==> src/rtl/periph_ctrl.sv <==
// periph_ctrl -- memory-mapped peripheral block on the CPU data bus.
//
// Claims every access whose addr[31:28] equals PERIPH_NIB. It holds a reload
// timer with an interrupt, plus LED, switch and 7-segment digit registers.
// Only addr[4:2] selects the register, so addr[27:5] aliases across the
// window and addr[1:0] is ignored.
//
//   offset 0  TH       RW 32      timer reload value
//   offset 1  TL       RW 32      timer count
//   offset 2  TCON     RW 3       [0] run, [1] irq enable, [2] irq status
//   offset 3  LED      RW LED_W
//   offset 4  SW       RO SW_W    writes ignored
//   offset 5  DIGI     RW DIGI_W  {an[3:0], seg[7:0]}
//   offset 6  SYSTICK  RO 32      free-running counter, only with PERIPH_SYSTICK_EN
//   offset 7  unmapped            reads 0
//
// Build option: define PERIPH_SYSTICK_EN to add the SYSTICK counter. Without
// it, offset 6 reads 0 in the same way as offset 7.
//
// Ports:
//   clk     in   1       system clock; all state updates on posedge
//   reset   in   1       asynchronous, active-high reset
//   rd      in   1       read strobe
//   wr      in   1       write strobe
//   addr    in   32      byte address
//   wdata   in   32      write data
//   rdata   out  32      combinational read data; 0 unless rd is high and the block is selected
//   switch  in   SW_W    board switches, sampled combinationally on read
//   led     out  LED_W   LED register
//   digi    out  DIGI_W  7-segment register
//   irqout  out  1       timer interrupt request (TCON[2]), level
module periph_ctrl #(
    parameter logic [3:0]  PERIPH_NIB = 4'h4,
    parameter int unsigned LED_W      = 8,
    parameter int unsigned SW_W       = 8,
    parameter int unsigned DIGI_W     = 12
) (
    input  logic              clk,
    input  logic              reset,
    input  logic              rd,
    input  logic              wr,
    input  logic [31:0]       addr,
    input  logic [31:0]       wdata,
    output logic [31:0]       rdata,
    input  logic [SW_W-1:0]   switch,
    output logic [LED_W-1:0]  led,
    output logic [DIGI_W-1:0] digi,
    output logic              irqout
);

    logic [31:0]       r_th;
    logic [31:0]       r_tl;
    logic [2:0]        r_tcon;
    logic [LED_W-1:0]  r_led;
    logic [DIGI_W-1:0] r_digi;
`ifdef PERIPH_SYSTICK_EN
    logic [31:0]       r_systick;
`endif

    logic        w_sel;
    logic [2:0]  w_off;
    logic        w_wr;
    logic        w_wr_th;
    logic        w_wr_tl;
    logic        w_wr_tcon;
    logic        w_wr_led;
    logic        w_wr_digi;
    logic        w_tl_max;
    logic        w_irq_set;
    logic [31:0] w_rdata;
    logic        w_unused;

    assign w_sel     = (addr[31:28] == PERIPH_NIB);
    assign w_off     = addr[4:2];
    assign w_wr      = wr && w_sel;
    assign w_wr_th   = w_wr && (w_off == 3'd0);
    assign w_wr_tl   = w_wr && (w_off == 3'd1);
    assign w_wr_tcon = w_wr && (w_off == 3'd2);
    assign w_wr_led  = w_wr && (w_off == 3'd3);
    assign w_wr_digi = w_wr && (w_off == 3'd5);

    assign w_tl_max  = (r_tl == 32'hFFFF_FFFF);
    // A CPU write to TL pre-empts the reload on the same edge, so that edge
    // cannot raise the interrupt either.
    assign w_irq_set = r_tcon[0] && r_tcon[1] && w_tl_max && !w_wr_tl;

    // Address bits outside the decode and high write-data bits are deliberately ignored.
    assign w_unused  = ^{addr[27:5], addr[1:0], wdata};

    always_ff @(posedge clk or posedge reset) begin
        if (reset) begin
            r_th   <= '0;
            r_tl   <= '0;
            r_tcon <= '0;
            r_led  <= '0;
            r_digi <= '0;
        end else begin
            // The reload reads r_th before this edge, so a same-edge TH write
            // only affects the next reload.
            if (w_wr_th) begin
                r_th <= wdata;
            end

            if (w_wr_tl) begin
                r_tl <= wdata;
            end else if (r_tcon[0]) begin
                r_tl <= w_tl_max ? r_th : r_tl + 32'd1;
            end

            // A hardware interrupt on the same edge as a TCON write is OR-ed
            // into the status bit, so the interrupt is never lost.
            if (w_wr_tcon) begin
                r_tcon <= {wdata[2] | w_irq_set, wdata[1:0]};
            end else if (w_irq_set) begin
                r_tcon[2] <= 1'b1;
            end

            if (w_wr_led) begin
                r_led <= wdata[LED_W-1:0];
            end

            if (w_wr_digi) begin
                r_digi <= wdata[DIGI_W-1:0];
            end
        end
    end

`ifdef PERIPH_SYSTICK_EN
    always_ff @(posedge clk or posedge reset) begin
        if (reset) begin
            r_systick <= '0;
        end else begin
            r_systick <= r_systick + 32'd1;
        end
    end
`endif

    always_comb begin
        w_rdata = '0;
        if (rd && w_sel) begin
            case (w_off)
                3'd0:    w_rdata = r_th;
                3'd1:    w_rdata = r_tl;
                3'd2:    w_rdata = 32'(r_tcon);
                3'd3:    w_rdata = 32'(r_led);
                3'd4:    w_rdata = 32'(switch);
                3'd5:    w_rdata = 32'(r_digi);
`ifdef PERIPH_SYSTICK_EN
                3'd6:    w_rdata = r_systick;
`endif
                default: w_rdata = '0;
            endcase
        end
    end

    assign rdata  = w_rdata;
    assign led    = r_led;
    assign digi   = r_digi;
    assign irqout = r_tcon[2];

endmodule

==> config.mk <==
export PLATFORM = sky130hd
export DESIGN_NAME = periph_ctrl
export DESIGN_NICKNAME = d
export VERILOG_FILES = /design/src/rtl/periph_ctrl.sv
export SDC_FILE = /design/constraint.sdc
export NUM_CORES = 1
export LEC_CHECK = 0
export ABC_CLOCK_PERIOD_IN_PS = 3900
export BUFFER_PORTS_ARGS = -buffer_cell sky130_fd_sc_hd__clkbuf_2
export CORE_MARGIN = 4
export CORE_UTILIZATION = 40
export DETAILED_ROUTE_END_ITERATION = 8
export GPL_ROUTABILITY_DRIVEN = 0
export GPL_TIMING_DRIVEN = 0
export PLACE_DENSITY_LB_ADDON = 0.08
export SLEW_MARGIN = 40
export SYNTH_ARGS = -nofsm -noshare
export SYNTH_HDL_FRONTEND = slang
export SYNTH_SLANG_ARGS = --single-unit
==> constraint.sdc <==
create_clock -name clk -period 3.9 [get_ports clk]
set_input_delay 0.39 -clock clk [delete_from_list [all_inputs] [get_ports clk]]
set_output_delay 0.39 -clock clk [all_outputs]
set_load 0.02 [all_outputs]
# Word level (Yosys, flattened, before mapping)

Cells that the tools add are included.
W data, S select, Z words.

Bits in registers: 87
Input port bits: 76
Output and inout port bits: 53
Logic and storage cells: 36

$add $sub $neg: 1
Eq/ne operators: 7
Muxes and demuxes: 7
Bitwise gates (word level): 1
Reductions and logical operators: 14

Operator list:

| cell                    | number |
|---|---|
| $pmux W32 S6            | 1 |
| $mux W32                | 4 |
| $add A32 B1 Y32 const B | 1 |
| $eq A32 B32 Y1 const B  | 1 |
| $logic_and A1 B1 Y1     | 10 |
| $eq A3 B2 Y1 const B    | 2 |
| $eq A3 B3 Y1 const B    | 2 |
| $eq A4 B3 Y1 const B    | 1 |
| $reduce_bool A2 Y1      | 2 |
| $eq A3 B1 Y1 const B    | 1 |
| $logic_not A3 Y1        | 1 |
| $mux W1                 | 2 |
| $logic_not A1 Y1        | 1 |
| $or A1 B1 Y1            | 1 |

# Depth between registers and ports, before layout

Depth in word-level cells: 7
Gate-level depth with buffers: 9
Mapped depth without buffers: 6

# Worst setup path after synthesis

OpenSTA, ideal clock, no wires.

Path kind: in2out
Start point: in addr[29]
End point: out rdata[12]
Data arrival time: 1.931 ns
Data required time: 3.510 ns
Path slack: 1.579 ns
Cell stages on the path: 5
Path buffers: 1
Path through: nor4b_1 -> nand2_1 -> a21o_1 -> clkbuf_1 -> nor2_1

Longest elaborated chain between the ends: 3

RTL lines:

| what                | RTL line | text |
|---|---|---|
| start: declaration  | 42       | `input logic [31:0] addr,` |
| $eq A4 B3 Y1        | 73       | `assign w_sel = (addr[31:28] == PERIPH_NIB);` |
| $logic_and A1 B1 Y1 | 140      | `if (rd && w_sel) begin` |
| $mux W32            | 140      |  |
| end: declaration    | 44       | `output logic [31:0] rdata,` |

Every way passes these cells.

# Final worst setup path

Start point: in addr[3]
End point: out rdata[31]

Longest elaborated chain between the ends: 3
Elaborated cells between the ends (all ways): 8

RTL lines:

| what                                 | RTL line | text |
|---|---|---|
| $eq A3 B3 Y1 (tied with other cells) | 141      | `case (w_off)` |
| $pmux W32 S6 (*)                     | 141      |  |
| $mux W32 (*)                         | 140      |  |

Mark *: on every way between the ends. The rest lies on a longest branch, timed or not.

==> flow_summary.yaml <==
critical_path:
  critPathSlowestCell: "clkbuf_1"
  slowest_delay_ns: 0.52
  critPathArrivalTime_ns: 2.55
  path_cells: "clkbuf_1 -> nor3b_1 -> clkbuf_1 -> clkbuf_1 -> a22oi_1 -> nor2_1 -> clkbuf_2"
  timing.rr.start: "r_tl[0]$_DFFE_PP0P_"
  worst_setup_path_startpoint: "addr[3]"
  r2r_slack_ns: 1.18
  critical_path_class: "in2out"
  r2r_end: "r_tl[10]$_DFFE_PP0P_"
  critPathMaxFanout: 10
  endpoint: "rdata[31]"
  worstPathRequired_ns: 3.51
  cpMostUsedCell: "clkbuf_1"
  rr_worst_depth: 8
  endpoint_kind: "primary output"
  startpoint_type: "primary input"
clocking:
  htreeDepth: 3
  cts_root_buf: "clkbuf_16"
  numCtsBuffers: 9
  cts_resized: 0
  ctsHoldBuffers: 0
  insertion_delay_ns: 0.35
  clock-sinks: 87
  postCtsSetupBuffers: 0
  clockBufferDepth: 2
  clk_pin_slew_worst_paths_ns: 0.07
  cts_tree: "done"
sta:
  slew_violations: 0
  fin_crit_sh_pct: 75.3
  rsz0062_at_grt: "no"
  finalHoldViolations: 0
  timing.hold.ws_ns: 0.0360
  fin_skew_ns: 0.00576
  worstMarginPinSlew_ns: 0.724
  finalSetupViolCount: 0
  slew_headroom_pct: 51.7
  fmax_mhz: 340
  setup_tns_ns: 0
  finalCriticalPeriod_ns: 2.94
cells_and_area:
  area_delta_synth_final_pct: 21.2
  stdcell_count: 822
  n_antenna_cell: 0
  final_layout_size_suffix_gt1_share_pct: 31.7
  final_nets: 722
route:
  vias: 4777
  vias_per_cell: 5.81
  drtIter0Drc: 293
  routed_wl_mm: 16.7
  dr.pass1.iters: 7
  wire_per_inst_um: 20.3
  drc: 0
  final_antenna_net_count: 0
run:
  cap_viol_max_count: 0
yosys:
  synth.net_count: 608
  synth_ff_type: "dfrtp_1"
  synth-edff-count: 0
  synthArstFlopShare_pct: 100
  yosysWarnings: 0
  synth-seq-area-share_pct: 41.8
  ys_seq_elements: 87
  synth_cells: 531
  syn-cell-area_sq_um: 5200
  syn_avg_cell_area_sq_um: 9.80
  synth.distinct_cells: 53
placed_design:
  place_hpwl_mm: 12.1
  place_inst: 806
  io_buffers: 102
global_routing:
  grt_first_pass_wirelength_mm: 26.3
  grt_pass1_vias: 4672
  antenna_found_initial: 0
  overflow: 0
  grt_usage_pct: 23.1
  grt_max_degree: 51
pwr:
  ir_worst_vdd_mv: 0.200
  powerDensity_nw_per_um2: 449
  p_leak_uw: 0.00277
floorplanning:
  core_sq_um: 12700
  pin_count: 129
  die_w_um: 122
  fp.dieH_um: 122
  placementRows: 41
  dieArea_sq_um: 14900
  start_util_pct: 41.1
outcome:
  status: "finished clean"
worst_hold_path:
  hp-class: "in2async"
[metrics by stage]
| stage | setup WS (ns) | util [%] | total power (uW) | area, sq um |
|---|---|---|---|---|
| final | 0.963 | 49.8 | 2830 | 6300 |
| after CTS | 0.990 | 49.8 | 2840 | 6300 |
| after global routing | 0.819 | 49.8 | 2980 | 6300 |
| after global placement | 0.0637 | 46.8 | 1840 | 5930 |
| after detailed placement | 0.999 | 47.1 | 1860 | 5970 |
| after floorplan | 1.26 | - | 1660 | 5200 |
[report_power, final]
part           total (uW)  internal [uW]  switching (uW)
Clock                 972            583             390
Sequential           1260           1050             214
Combinational         595            299             296
Total                2830           1930             899
[layout by cell type, fill, tap and decap left out, types with 4 or more instances in the layout]
cell / synthesis / routed
or3_1: 4 / 4
buf_1: 6 / 6
nor2_1: 43 / 43
a211oi_1: 5 / 5
nand4_1: 10 / 10
o211ai_1: 4 / 4
clkbuf_2: 0 / 102
nand2_1: 23 / 23
clkbuf_16: 0 / 9
a21oi_1: 31 / 31
nor3_1: 22 / 22
xor2_1: 10 / 10
mux2_2: 61 / 61
and3_1: 4 / 4
inv_1: 8 / 7
mux2i_1: 13 / 13
a22oi_1: 28 / 28
nor3b_1: 18 / 18
xnor2_1: 12 / 12
a221o_1: 4 / 4
dfrtp_1: 87 / 87
nand3_1: 41 / 41
nor4_1: 7 / 6
o21ai_0: 19 / 19
clkbuf_1: 24 / 24
[how the worst min path moves through the flow]
| stage | startpoint | slack, ns | end |
|---|---|---|---|
| global placement | r_th[29]$_DFFE_PP0P_ | 0.51 | r_th[29]$_DFFE_PP0P_ |
| finish | reset | 0.04 | digi[0]$_DFFE_PP0P_ |
| global route | reset | 0.07 | digi[0]$_DFFE_PP0P_ |
| floorplan | r_th[2]$_DFFE_PP0P_ | 0.47 | r_th[2]$_DFFE_PP0P_ |
| CTS | reset | 0.04 | r_th[1]$_DFFE_PP0P_ |
| detailed placement | reset | 0.42 | r_th[1]$_DFFE_PP0P_ |
[cell families after synthesis]
group	after synthesis	synth area share (%)
adder cells (fa/ha/maj)	1	0.240
AND/OR/NAND/NOR	192	20.0
XOR/XNOR	22	3.70
flip-flops	87	41.8
multiplexers	75	16.1
AO/OA/AOI/OAI	108	13.5
buffers and inverters	46	4.52
[Yosys cell counts, types with 2 or more instances]
library cell  count  share of area [%]
nand3_1          41                3.9
mux2i_1          13                2.5
nand2_1          23                1.7
a21oi_1          31                3.0
a221o_1           4               0.77
o21ai_0          19                1.8
a222oi_1          3               0.58
o31a_1            3               0.51
xnor2_1          12                2.0
o21ai_2           3               0.51
o211ai_1          4               0.58
dfrtp_1          87                 42
a22oi_1          28                4.0
and3_1            4               0.48
nand3b_1          2               0.29
nor2_1           43                3.1
nor4_1            7               0.84
clkbuf_1         24                1.7
and3_2            2               0.29
buf_2             3               0.29
buf_1             6               0.43
nor3_1           22                2.1
mux2_2           61                 13
and4_2            3               0.58
o21ai_1           3               0.29
nand4_1          10                1.2
nor3b_1          18                2.6
xor2_1           10                1.7
or3_1             4               0.48
and2_1            3               0.36
a211oi_1          5               0.72
buf_6             2               0.43
inv_1             8               0.58
[worst max-delay path: cells and delay by family]
kind	cells	cell delay, ns
buffers and inverters	4	1.40
and+or+nand+nor	2	0.56
AOI/OAI and AO/OA	1	0.19
[flip-flops by register name, summed over array words and instances (netlist names)]
| name | cells |
|---|---|
| r_th | 32 |
| digi | 12 |
| led | 8 |
| r_tl | 32 |
| r_tcon | 3 |
[metal layers]
metal | wire [um] | up-vias | track usage (%)
met5 | 0 | - | 0
met3 | 908 | 18 | 3.57
met2 | 7990 | 147 | 38.1
li1 | - | 2212 | -
met4 | 311 | 0 | 8.33
met1 | 7480 | 2400 | 31.0
[area by class of cell]
class / instances / area [sq um]
fill: 1254 / 6370
multi-input combinational: 398 / 2800
sequential: 87 / 2180
timing repair buffer: 103 / 538
clock buffer: 10 / 239
tap: 172 / 215
buffer: 38 / 205
clock inverter: 6 / 92.6
inverter: 8 / 35.0
No activity file was read; power rests on OpenSTA's default activity.
